`src/rtl/debug_pkg.sv`:
```
// Shared definitions for the host debug controller: link command codes,
// special words, dump geometry and the controller state encoding.
package debug_pkg;

    localparam int unsigned INST_SZ        = 32;
    localparam int unsigned REG_SZ         = 5;
    localparam int unsigned BYTE_SZ        = 8;
    localparam int unsigned BYTES_PER_WORD = INST_SZ / BYTE_SZ;
    localparam int unsigned NUM_REGS       = 1 << REG_SZ;
    // PC word followed by every GPR
    localparam int unsigned DUMP_WORDS     = NUM_REGS + 1;
    localparam int unsigned DUMP_BYTES     = DUMP_WORDS * BYTES_PER_WORD;

    localparam logic [BYTE_SZ-1:0] CMD_LOAD    = 8'h4C;
    localparam logic [BYTE_SZ-1:0] CMD_RUN     = 8'h52;
    localparam logic [BYTE_SZ-1:0] CMD_STEP    = 8'h53;
    localparam logic [BYTE_SZ-1:0] CMD_DUMP    = 8'h44;
    localparam logic [BYTE_SZ-1:0] ERR_TIMEOUT = 8'hEE;
    localparam logic [INST_SZ-1:0] HALT_INSTR  = 32'h0000_003F;

    typedef enum logic [2:0] {
        ST_IDLE,
        ST_LOAD,
        ST_RUN,
        ST_STEP,
        ST_DUMP_ADDR,
        ST_DUMP_CAP,
        ST_DUMP_TX
    } state_e;

endpackage

```
`src/rtl/dbg_tx_serializer.sv`:
```
// Sends one 32-bit word as 4 link bytes, MSB first, honouring the
// transmitter start/done handshake.
//   i_word/i_load   word to send and 1-cycle load strobe (ignored while busy only by contract)
//   o_tx_data/o_tx_start  byte and 1-cycle start strobe to the transmitter
//   i_tx_done       1-cycle strobe, previous byte finished
//   o_word_done     1-cycle strobe after the last byte's done
module dbg_tx_serializer
    import debug_pkg::*;
(
    input  logic               i_clk,
    input  logic               i_reset,
    input  logic [INST_SZ-1:0] i_word,
    input  logic               i_load,
    input  logic               i_tx_done,
    output logic [BYTE_SZ-1:0] o_tx_data,
    output logic               o_tx_start,
    output logic               o_word_done
);

    localparam int unsigned CNT_W = $clog2(BYTES_PER_WORD);

    logic [INST_SZ-1:0] shift_q,     shift_d;
    logic [CNT_W-1:0]   cnt_q,       cnt_d;
    logic               active_q,    active_d;
    logic [BYTE_SZ-1:0] tx_data_q,   tx_data_d;
    logic               tx_start_q,  tx_start_d;
    logic               word_done_q, word_done_d;

    // Next byte is launched on load or on done of the previous one
    always_comb begin
        shift_d     = shift_q;
        cnt_d       = cnt_q;
        active_d    = active_q;
        tx_data_d   = tx_data_q;
        tx_start_d  = 1'b0;
        word_done_d = 1'b0;
        if (i_load) begin
            tx_data_d  = i_word[INST_SZ-1 -: BYTE_SZ];
            shift_d    = i_word << BYTE_SZ;
            cnt_d      = '0;
            active_d   = 1'b1;
            tx_start_d = 1'b1;
        end else if (active_q && i_tx_done) begin
            if (cnt_q == CNT_W'(BYTES_PER_WORD - 1)) begin
                active_d    = 1'b0;
                word_done_d = 1'b1;
            end else begin
                cnt_d      = cnt_q + CNT_W'(1);
                tx_data_d  = shift_q[INST_SZ-1 -: BYTE_SZ];
                shift_d    = shift_q << BYTE_SZ;
                tx_start_d = 1'b1;
            end
        end
    end

    always_ff @(posedge i_clk) begin
        if (i_reset) begin
            shift_q     <= '0;
            cnt_q       <= '0;
            active_q    <= 1'b0;
            tx_data_q   <= '0;
            tx_start_q  <= 1'b0;
            word_done_q <= 1'b0;
        end else begin
            shift_q     <= shift_d;
            cnt_q       <= cnt_d;
            active_q    <= active_d;
            tx_data_q   <= tx_data_d;
            tx_start_q  <= tx_start_d;
            word_done_q <= word_done_d;
        end
    end

    assign o_tx_data   = tx_data_q;
    assign o_tx_start  = tx_start_q;
    assign o_word_done = word_done_q;

endmodule

```
`src/rtl/debug_unit.sv`:
```
// Host debug controller: loads programs into IMEM over the byte link,
// runs or single-steps the pipeline and dumps PC + 32 GPRs after each stop.
//   i_rx_data/i_rx_valid          received link bytes
//   o_tx_data/o_tx_start/i_tx_done transmit link handshake
//   o_write/o_instruction         IMEM write port
//   o_enable                      pipeline clock-enable
//   o_debug_addr/i_data           register-file debug read (1-cycle latency)
//   i_pc, i_halt                  pipeline status
//   o_busy                        low only when idle
// Optional: DBG_LOAD_TIMEOUT_EN adds an inter-byte timeout in LOAD that
// reports 8'hEE and returns to idle.
module debug_unit
    import debug_pkg::*;
#(
    parameter int unsigned IMEM_DEPTH = 256
`ifdef DBG_LOAD_TIMEOUT_EN
    , parameter int unsigned TIMEOUT_CYCLES = 1_000_000
`endif
) (
    input  logic               i_clk,
    input  logic               i_reset,
    input  logic [BYTE_SZ-1:0] i_rx_data,
    input  logic               i_rx_valid,
    output logic [BYTE_SZ-1:0] o_tx_data,
    output logic               o_tx_start,
    input  logic               i_tx_done,
    output logic               o_write,
    output logic [INST_SZ-1:0] o_instruction,
    output logic               o_enable,
    output logic [REG_SZ-1:0]  o_debug_addr,
    input  logic [INST_SZ-1:0] i_pc,
    input  logic [INST_SZ-1:0] i_data,
    input  logic               i_halt,
    output logic               o_busy
);

    localparam int unsigned BCNT_W = $clog2(BYTES_PER_WORD);
    localparam int unsigned WCNT_W = $clog2(IMEM_DEPTH + 1);
    localparam int unsigned SLOT_W = $clog2(DUMP_WORDS);

    state_e             state_q,      state_d;
    logic [BCNT_W-1:0]  byte_cnt_q,   byte_cnt_d;
    logic [WCNT_W-1:0]  word_cnt_q,   word_cnt_d;
    logic [SLOT_W-1:0]  slot_q,       slot_d;
    logic               launched_q,   launched_d;
    logic [INST_SZ-1:0] instr_q,      instr_d;
    logic               write_q,      write_d;
    logic               enable_q,     enable_d;
    logic [REG_SZ-1:0]  debug_addr_q, debug_addr_d;
    logic               busy_q,       busy_d;

    logic               ser_load;
    logic [INST_SZ-1:0] ser_word;
    logic [BYTE_SZ-1:0] ser_tx_data;
    logic               ser_tx_start;
    logic               ser_word_done;

`ifdef DBG_LOAD_TIMEOUT_EN
    localparam int unsigned TO_W = $clog2(TIMEOUT_CYCLES + 1);
    logic [TO_W-1:0]    to_cnt_q,     to_cnt_d;
    logic               err_start_q,  err_start_d;
`endif

    // Next-state and registered-output logic
    always_comb begin
        state_d      = state_q;
        byte_cnt_d   = byte_cnt_q;
        word_cnt_d   = word_cnt_q;
        slot_d       = slot_q;
        launched_d   = launched_q;
        instr_d      = instr_q;
        write_d      = 1'b0;
        enable_d     = 1'b0;
        debug_addr_d = debug_addr_q;
        ser_load     = 1'b0;
        ser_word     = i_pc;
`ifdef DBG_LOAD_TIMEOUT_EN
        to_cnt_d     = '0;
        err_start_d  = 1'b0;
`endif
        case (state_q)
            ST_IDLE: begin
                byte_cnt_d = '0;
                word_cnt_d = '0;
                slot_d     = '0;
                launched_d = 1'b0;
                if (i_rx_valid) begin
                    case (i_rx_data)
                        CMD_LOAD: state_d = ST_LOAD;
                        CMD_RUN: begin
                            state_d  = i_halt ? ST_DUMP_ADDR : ST_RUN;
                            enable_d = !i_halt;
                        end
                        CMD_STEP: begin
                            state_d  = i_halt ? ST_DUMP_ADDR : ST_STEP;
                            enable_d = !i_halt;
                        end
                        CMD_DUMP: state_d = ST_DUMP_ADDR;
                        default:  state_d = ST_IDLE;
                    endcase
                end
            end
            ST_LOAD: begin
                if (i_rx_valid) begin
                    instr_d = {instr_q[INST_SZ-BYTE_SZ-1:0], i_rx_data};
                    if (byte_cnt_q == BCNT_W'(BYTES_PER_WORD - 1)) begin
                        byte_cnt_d = '0;
                        write_d    = 1'b1;
                        word_cnt_d = word_cnt_q + WCNT_W'(1);
                        if (instr_d == HALT_INSTR ||
                            word_cnt_q == WCNT_W'(IMEM_DEPTH - 1)) begin
                            state_d = ST_IDLE;
                        end
                    end else begin
                        byte_cnt_d = byte_cnt_q + BCNT_W'(1);
                    end
                end
`ifdef DBG_LOAD_TIMEOUT_EN
                else if (to_cnt_q == TO_W'(TIMEOUT_CYCLES - 1)) begin
                    state_d     = ST_IDLE;
                    byte_cnt_d  = '0;
                    err_start_d = 1'b1;
                end else begin
                    to_cnt_d = to_cnt_q + TO_W'(1);
                end
`endif
            end
            ST_RUN: begin
                // Enable drops on the same edge that samples halt
                if (i_halt) begin
                    state_d = ST_DUMP_ADDR;
                end else begin
                    enable_d = 1'b1;
                end
            end
            ST_STEP: state_d = ST_DUMP_ADDR;
            ST_DUMP_ADDR: begin
                // Slot 0 is the PC; slot n+1 reads GPR n
                debug_addr_d = REG_SZ'(slot_q - SLOT_W'(1));
                launched_d   = 1'b0;
                state_d      = ST_DUMP_CAP;
            end
            ST_DUMP_CAP: state_d = ST_DUMP_TX;
            ST_DUMP_TX: begin
                if (!launched_q) begin
                    ser_load   = 1'b1;
                    ser_word   = (slot_q == '0) ? i_pc : i_data;
                    launched_d = 1'b1;
                end else if (ser_word_done) begin
                    if (slot_q == SLOT_W'(DUMP_WORDS - 1)) begin
                        state_d = ST_IDLE;
                    end else begin
                        slot_d  = slot_q + SLOT_W'(1);
                        state_d = ST_DUMP_ADDR;
                    end
                end
            end
            default: state_d = ST_IDLE;
        endcase
        busy_d = (state_d != ST_IDLE);
    end

    always_ff @(posedge i_clk) begin
        if (i_reset) begin
            state_q      <= ST_IDLE;
            byte_cnt_q   <= '0;
            word_cnt_q   <= '0;
            slot_q       <= '0;
            launched_q   <= 1'b0;
            instr_q      <= '0;
            write_q      <= 1'b0;
            enable_q     <= 1'b0;
            debug_addr_q <= '0;
            busy_q       <= 1'b0;
`ifdef DBG_LOAD_TIMEOUT_EN
            to_cnt_q     <= '0;
            err_start_q  <= 1'b0;
`endif
        end else begin
            state_q      <= state_d;
            byte_cnt_q   <= byte_cnt_d;
            word_cnt_q   <= word_cnt_d;
            slot_q       <= slot_d;
            launched_q   <= launched_d;
            instr_q      <= instr_d;
            write_q      <= write_d;
            enable_q     <= enable_d;
            debug_addr_q <= debug_addr_d;
            busy_q       <= busy_d;
`ifdef DBG_LOAD_TIMEOUT_EN
            to_cnt_q     <= to_cnt_d;
            err_start_q  <= err_start_d;
`endif
        end
    end

    dbg_tx_serializer u_ser (
        .i_clk       (i_clk),
        .i_reset     (i_reset),
        .i_word      (ser_word),
        .i_load      (ser_load),
        .i_tx_done   (i_tx_done),
        .o_tx_data   (ser_tx_data),
        .o_tx_start  (ser_tx_start),
        .o_word_done (ser_word_done)
    );

`ifdef DBG_LOAD_TIMEOUT_EN
    // Error byte is only sent from LOAD, when the serializer is idle
    assign o_tx_start = ser_tx_start | err_start_q;
    assign o_tx_data  = err_start_q ? ERR_TIMEOUT : ser_tx_data;
`else
    assign o_tx_start = ser_tx_start;
    assign o_tx_data  = ser_tx_data;
`endif

    assign o_write       = write_q;
    assign o_instruction = instr_q;
    assign o_enable      = enable_q;
    assign o_debug_addr  = debug_addr_q;
    assign o_busy        = busy_q;

endmodule
```
`config.mk`:
```
export PLATFORM = sky130hd
export DESIGN_NAME = debug_unit
export DESIGN_NICKNAME = d
export VERILOG_FILES = /design/src/rtl/debug_pkg.sv /design/src/rtl/dbg_tx_serializer.sv /design/src/rtl/debug_unit.sv
export SDC_FILE = /design/constraint.sdc
export NUM_CORES = 1
export LEC_CHECK = 0
export BUFFER_PORTS_ARGS = -buffer_cell sky130_fd_sc_hd__buf_2
export CELL_PAD_IN_SITES_DETAIL_PLACEMENT = 0
export CELL_PAD_IN_SITES_GLOBAL_PLACEMENT = 1
export CORE_MARGIN = 2
export CORE_UTILIZATION = 33
export DETAILED_ROUTE_END_ITERATION = 16
export GPL_TIMING_DRIVEN = 0
export PLACE_DENSITY_LB_ADDON = 0.1
export SLEW_MARGIN = 0
export SYNTH_ARGS = -nofsm -noshare
export SYNTH_HDL_FRONTEND = slang
export SYNTH_SLANG_ARGS = --single-unit
```
`constraint.sdc`:
```
create_clock -name i_clk -period 4.4 [get_ports i_clk]
set_input_delay 0.22 -clock i_clk [delete_from_list [all_inputs] [get_ports i_clk]]
set_output_delay 0.22 -clock i_clk [all_outputs]
set_load 0.1 [all_outputs]
```
Yosys cells after proc, flatten, opt, wreduce, memory -nomap -nowiden
Index checks and enable logic that the tools add are counted.
{"block": "totals", "register_bits": 98, "input_bits": 77, "out_inout_bits": 49, "elab_cells": 115}
{"block": "classes", "add_sub_neg": 5, "n_eq_ne": 21, "n_mux": 46, "bitwise": 4, "reduce_logical": 23}
{"op": "32-bit two-way mux", "n": 6}
{"op": "32-bit by 6-bit == test with 1-bit output (second input constant)", "n": 1}
{"op": "8-bit by 7-bit == test with 1-bit output (second input constant)", "n": 4}
{"op": "3-bit two-way mux", "n": 10}
{"op": "8-bit two-way mux", "n": 3}
{"op": "3-bit one-hot mux with 7 select lines", "n": 1}
{"op": "6-bit two-way mux", "n": 3}
{"op": "9-bit two-way mux", "n": 2}
{"op": "9-bit one-hot mux with 2 select lines", "n": 1}
{"op": "1-bit two-way mux", "n": 13}
{"op": "3-bit one-hot mux with 4 select lines", "n": 1}
{"op": "6-bit one-hot mux with 2 select lines", "n": 1}
{"op": "2-bit != test (second input constant)", "n": 5}
{"op": "2-bit AND reduction", "n": 5}
{"op": "2-bit nonzero test", "n": 5}
{"op": "9-bit by 1-bit adder with 9-bit output (second input constant)", "n": 1}
{"op": "3-bit == test (second input constant)", "n": 3}
{"op": "9-bit by 8-bit == test with 1-bit output (second input constant)", "n": 1}
{"op": "6-bit by 1-bit adder with 6-bit output (second input constant)", "n": 1}
{"op": "3-bit by 2-bit == test with 1-bit output (second input constant)", "n": 2}
{"op": "6-bit == test (second input constant)", "n": 1}
{"op": "6-bit zero test", "n": 1}
{"op": "2-bit OR reduction", "n": 3}
{"op": "3-bit OR reduction", "n": 2}
{"op": "other kinds (16)", "n": 23}

Longest topological paths before layout
{"block": "depth", "depth_word": 7, "depth_mapped": 8, "depth_no_buf": 7}

By module
From an unflattened synthesis, not the netlist that was laid out.
{"block": "unflattened", "hier_cells": 556, "area_unflattened_um2": 4855.9}
{"mod": "debug_unit", "instances": 1, "cells_each": 367, "area_per_inst_um2": 3084.2, "seq_area_each_um2": 1221.2}
{"mod": "dbg_tx_serializer", "instances": 1, "cells_each": 189, "area_per_inst_um2": 1771.7, "seq_area_each_um2": 740.7}

Worst setup path before layout
No wires, ideal clock.
{"block": "synth_path", "path_type": "flip-flop to flip-flop", "from": "register slot_q[0]", "to": "register busy_q (netlist: o_busy)", "setup_ns": 0.146, "t_arrival_ns": 1.978, "required_ns": 4.254, "slack_ns": 2.276, "stages_incl_launch_ff": 8, "path_buffers": 1, "period_less_slack_ns": 2.124, "cell_sequence": "dfxtp_1 -> inv_1 -> ha_1 -> or4b_1 -> buf_2 -> or3_4 -> a2111oi_4 -> a41oi_1"}
{"block": "synth_between", "elab_chain_cells": 6}
{"item": "start, declared", "line": "debug_unit.sv:44", "text": "logic [SLOT_W-1:0] slot_q, slot_d;"}
{"item": "start signal, assigned", "line": "debug_unit.sv:183", "text": "slot_q <= slot_d;"}
{"item": "6-bit == test", "line": "debug_unit.sv:150", "text": "if (slot_q == SLOT_W'(DUMP_WORDS - 1)) begin"}
{"item": "3-bit two-way mux", "line": "debug_unit.sv:150"}
{"item": "3-bit two-way mux", "line": "debug_unit.sv:149", "text": "end else if (ser_word_done) begin"}
{"item": "3-bit two-way mux", "line": "debug_unit.sv:145", "text": "if (!launched_q) begin"}
{"item": "3-bit one-hot mux with 7 select lines", "line": "debug_unit.sv:81", "text": "case (state_q)"}
{"item": "3-bit nonzero test", "line": "debug_unit.sv:160", "text": "busy_d = (state_d != ST_IDLE);"}
{"item": "end signal, assigned", "line": "debug_unit.sv:189", "text": "busy_q <= busy_d;"}
{"item": "end, declared", "line": "debug_unit.sv:50", "text": "logic busy_q, busy_d;"}
No other way between the ends.
A chain may end at the register's enable or synchronous reset.

Final worst setup path
{"block": "layout_path", "from": "register u_ser.cnt_q[0]", "to": "register u_ser.shift_q[14]"}
{"block": "layout_between", "elab_chain_cells": 3}
{"item": "start, declared", "line": "dbg_tx_serializer.sv:23", "text": "logic [CNT_W-1:0] cnt_q, cnt_d;"}
{"item": "start signal, assigned", "line": "dbg_tx_serializer.sv:66", "text": "cnt_q <= cnt_d;"}
{"item": "2-bit == test", "line": "dbg_tx_serializer.sv:44", "text": "if (cnt_q == CNT_W'(BYTES_PER_WORD - 1)) begin"}
{"item": "2-bit != test (no source line)"}
{"item": "2-bit AND reduction (no source line)"}
{"item": "end signal, assigned", "line": "dbg_tx_serializer.sv:65", "text": "shift_q <= shift_d;"}
{"item": "end, declared", "line": "dbg_tx_serializer.sv:22", "text": "logic [INST_SZ-1:0] shift_q, shift_d;"}
No other way between the ends.

==> results.yml <==
run_status:
  status: "complete, no violations"
detailed_routing:
  drc: 0
  drt_wl_total_microns: 14900
  vias: 4605
  ant_nets: 0
  first_pass_iters: 4
  via_per_inst: 5.13
  initialDrtViolationCount: 268
  wl_per_cell_microns: 16.6
run:
  cap_violations: 0
floorplan:
  die_h_microns: 124
  initial_utilization_pct: 33.8
  coreArea_sq_um: 13900
  die_area_sq_um: 15300
  fp.dieW_microns: 124
  rows: 43
  num_io_pins: 126
timing:
  rsz0062_at_grt: "no"
  worst_pin_slew_ns: 1.02
  timing.hold.ws_ns: 0.124
  fin_crit_sh_pct: 56.4
  slew_violations: 0
  max_freq_mhz: 403
  skew_ns: 0.00592
  finalHoldViolCount: 0
  fin_setup_tns_ns: 0
  period_needed_ns: 2.48
  maxSlewHeadroom_pct: 31.8
  setup_violations: 0
logic_synthesis:
  synth.net_count: 662
  synth_top_cell_by_area: "dfxtp_1"
  synth.distinct_cells: 51
  syn_inst: 578
  synth_area_leaders: "dfxtp_1 42%, nand2_1 9.0%, mux2_2 5.7%"
  ys_ff_latch: 98
  syn_area_sq_um: 4710
  avgSynthCellArea_sq_um: 8.16
  synth_warnings: 0
  yosysSeqAreaShare_pct: 41.6
  async_flop_share_pct: 0
  synth_top_area_share_pct: 41.6
  synth_edf_count: 0
  ys.flop_type: "dfxtp_1"
clock_tree:
  clock_sinks: 98
  insertion_delay_ns: 0.35
  clock_path_buffers: 2
  clk_root_buffer_cell: "clkbuf_16"
  cts_made_buffers: 9
  cts-resized-gates: 0
  cts_tree: "done"
  post_cts_buffers: 0
  cts_hold_buf: 0
  cts.htree.levels: 3
  clk_pin_slew_ns: 0.07
setup_path:
  worstSetupStartpoint: "u_ser.cnt_q[0]"
  path_class: "reg2reg"
  endpoint_kind: "register"
  cp.arrival_ns: 2.75
  critPathMaxFanout: 10
  cp.required_ns: 4.67
  reg2reg_from: "u_ser.cnt_q[0]"
  worstSetupStartpointType: "register"
layout:
  final_nets: 797
  final_cells: 897
  postLayoutCellArea_sq_um: 5870
  fin_util_pct: 42.1
  fillers: 1473
  antenna_cells: 0
  drive_gt1_share_pct: 25.5
  area_growth_pct: 24.5
pwr:
  ir_drop_uv: 199
  combinationalPowerShare_pct: 14.8
  clock_power_share_pct: 40.7
  p_int_mw: 1.48
  cellLeakagePower_nw: 2.30
  p_sw_mw: 0.586
  p_seq_share_pct: 44.5
  sw_frac_of_total_pct: 28.3
  power.density_nw_per_um2: 352
placed_design:
  port_buffers: 124
  dpl.hpwl_microns: 11100
  gp_congestion: 0.800
  placed_area_sq_um: 5560
  dpl.cell_count: 882
worst_hold_path:
  holdCritPathClass: "in2reg"
  min_from: "i_rx_data[5]"
global_route:
  grt_antenna_before_repair: 0
  grt_pass1_wl_microns: 22900
  grt_overflow: 0
  track_usage_pct: 19.6
  grt_pass1_vias: 4260
  grt_max_degree: 16
==> metal layers <==
metal  part of all wire [%]  vias up  wire, microns  track usage [%]
met5                      0        -              0                0
met4                    1.2        0            175             6.25
met3                    5.9       13            876             3.27
met2                     45      134           6670             30.8
met1                     48     2143           7170             27.2
li1                       -     2315              -                -
==> cell usage after synthesis, types with 5 or more instances <==
cell and count:
a211oi_1 7, a21bo_2 8, a21oi_1 51, a311oi_1 24, clkbuf_1 43, dfxtp_1 98
ha_1 7, inv_1 6, mux2_2 24, nand2_1 113, nand2b_1 6, nand3_1 17
nor2_1 52, nor2b_1 5, nor3_1 6, nor4_1 9, nor4b_1 6, o21ai_0 34
xnor2_1 8
==> sequential cells by signal (all words and copies together), names as in the netlist <==
name,count
o_enable,1
u_ser.o_tx_data,8
slot_q,6
u_ser.o_word_done,1
o_busy,1
u_ser.cnt_q,2
o_write,1
u_ser.active_q,1
byte_cnt_q,2
state_q,3
o_debug_addr,5
o_instruction,32
u_ser.o_tx_start,1
launched_q,1
u_ser.shift_q,24
word_cnt_q,9
==> per-stage QoR <==
| step | worst slack, ns | power [mW] |
|---|---|---|
| 2_1_floorplan | 2.28 | 1.15 |
| 3_3_place_gp | 1.97 | 1.24 |
| 3_5_place_dp | 1.90 | 1.25 |
| 4_1_cts | 1.89 | 2.09 |
| 5_1_grt | 1.69 | 2.15 |
| 6_report | 1.92 | 2.07 |
==> logic make-up (layout without fill, tap and decap cells) <==
kind of cell             after synthesis  after routing  share of synthesized area (%)
XOR/XNOR                              10             10                           1.86
flip-flops                            98             98                           41.6
buffers and inverters                 55            194                           4.64
adder cells (fa/ha/maj)                7              7                           1.86
AND/OR/NAND/NOR                      241            241                           24.0
multiplexers                          28             28                           6.58
AO/OA/AOI/OAI                        139            139                           19.4
==> layout make-up <==
type | count | area [sq um] | area share, %
timing repair buffer | 124 | 621 | 10.6
sequential | 98 | 1960 | 33.4
tap | 180 | 225 | 3.84
clock inverter | 6 | 82.6 | 1.41
multi-input combinational | 425 | 2530 | 43.2
buffer | 49 | 196 | 3.35
clock buffer | 9 | 225 | 3.84
inverter | 6 | 22.5 | 0.384
==> final timing paths <==
| path | cells past startpoint | slack, ns | to |
|---|---|---|---|
| worst min-delay path | 3 | 0.12 | o_instruction[5] |
| worst max-delay path | 8 | 1.92 | u_ser.shift_q[14] |
| worst min register to register | 2 | 0.45 | o_instruction[26] |
| worst max register to register | 8 | 1.92 | u_ser.shift_q[14] |
==> power by group through the flow <==
stage / registers [mW] / clock network [mW] / logic (mW)
finish: 0.921 / 0.841 / 0.306
global route: 0.923 / 0.899 / 0.330
CTS: 0.920 / 0.864 / 0.308
detailed placement: 0.940 / 0 / 0.307
global placement: 0.940 / 0 / 0.304
floorplan: 1.03 / 0 / 0.119
==> cell usage in the layout (no fill, tap or decap), types with 5 or more instances in the layout <==
cell       synthesis  routed
a211oi_1           7       7
a21bo_2            8       8
a21oi_1           51      51
a311oi_1          24      24
buf_2              4     128
clkbuf_1          43      43
clkbuf_16          0       9
dfxtp_1           98      98
ha_1               7       7
inv_1              6       6
mux2_2            24      24
nand2_1          113     113
nand2b_1           6       6
nand3_1           17      17
nor2_1            52      52
nor2b_1            5       5
nor3_1             6       6
nor4_1             9       9
nor4b_1            6       6
o21ai_0           34      34
xnor2_1            8       8
==> worst max-delay path, stage by stage (launching register included) <==
cell	delay, ns
dfxtp_1	0.35
ha_1	0.17
nand3b_1	0.10
clkbuf_1	0.42
clkbuf_1	0.54
nor2b_1	0.21
clkbuf_1	0.37
nand2_1	0.10
a21oi_1	0.15
Note: power is estimated with default switching activity, not from simulation.
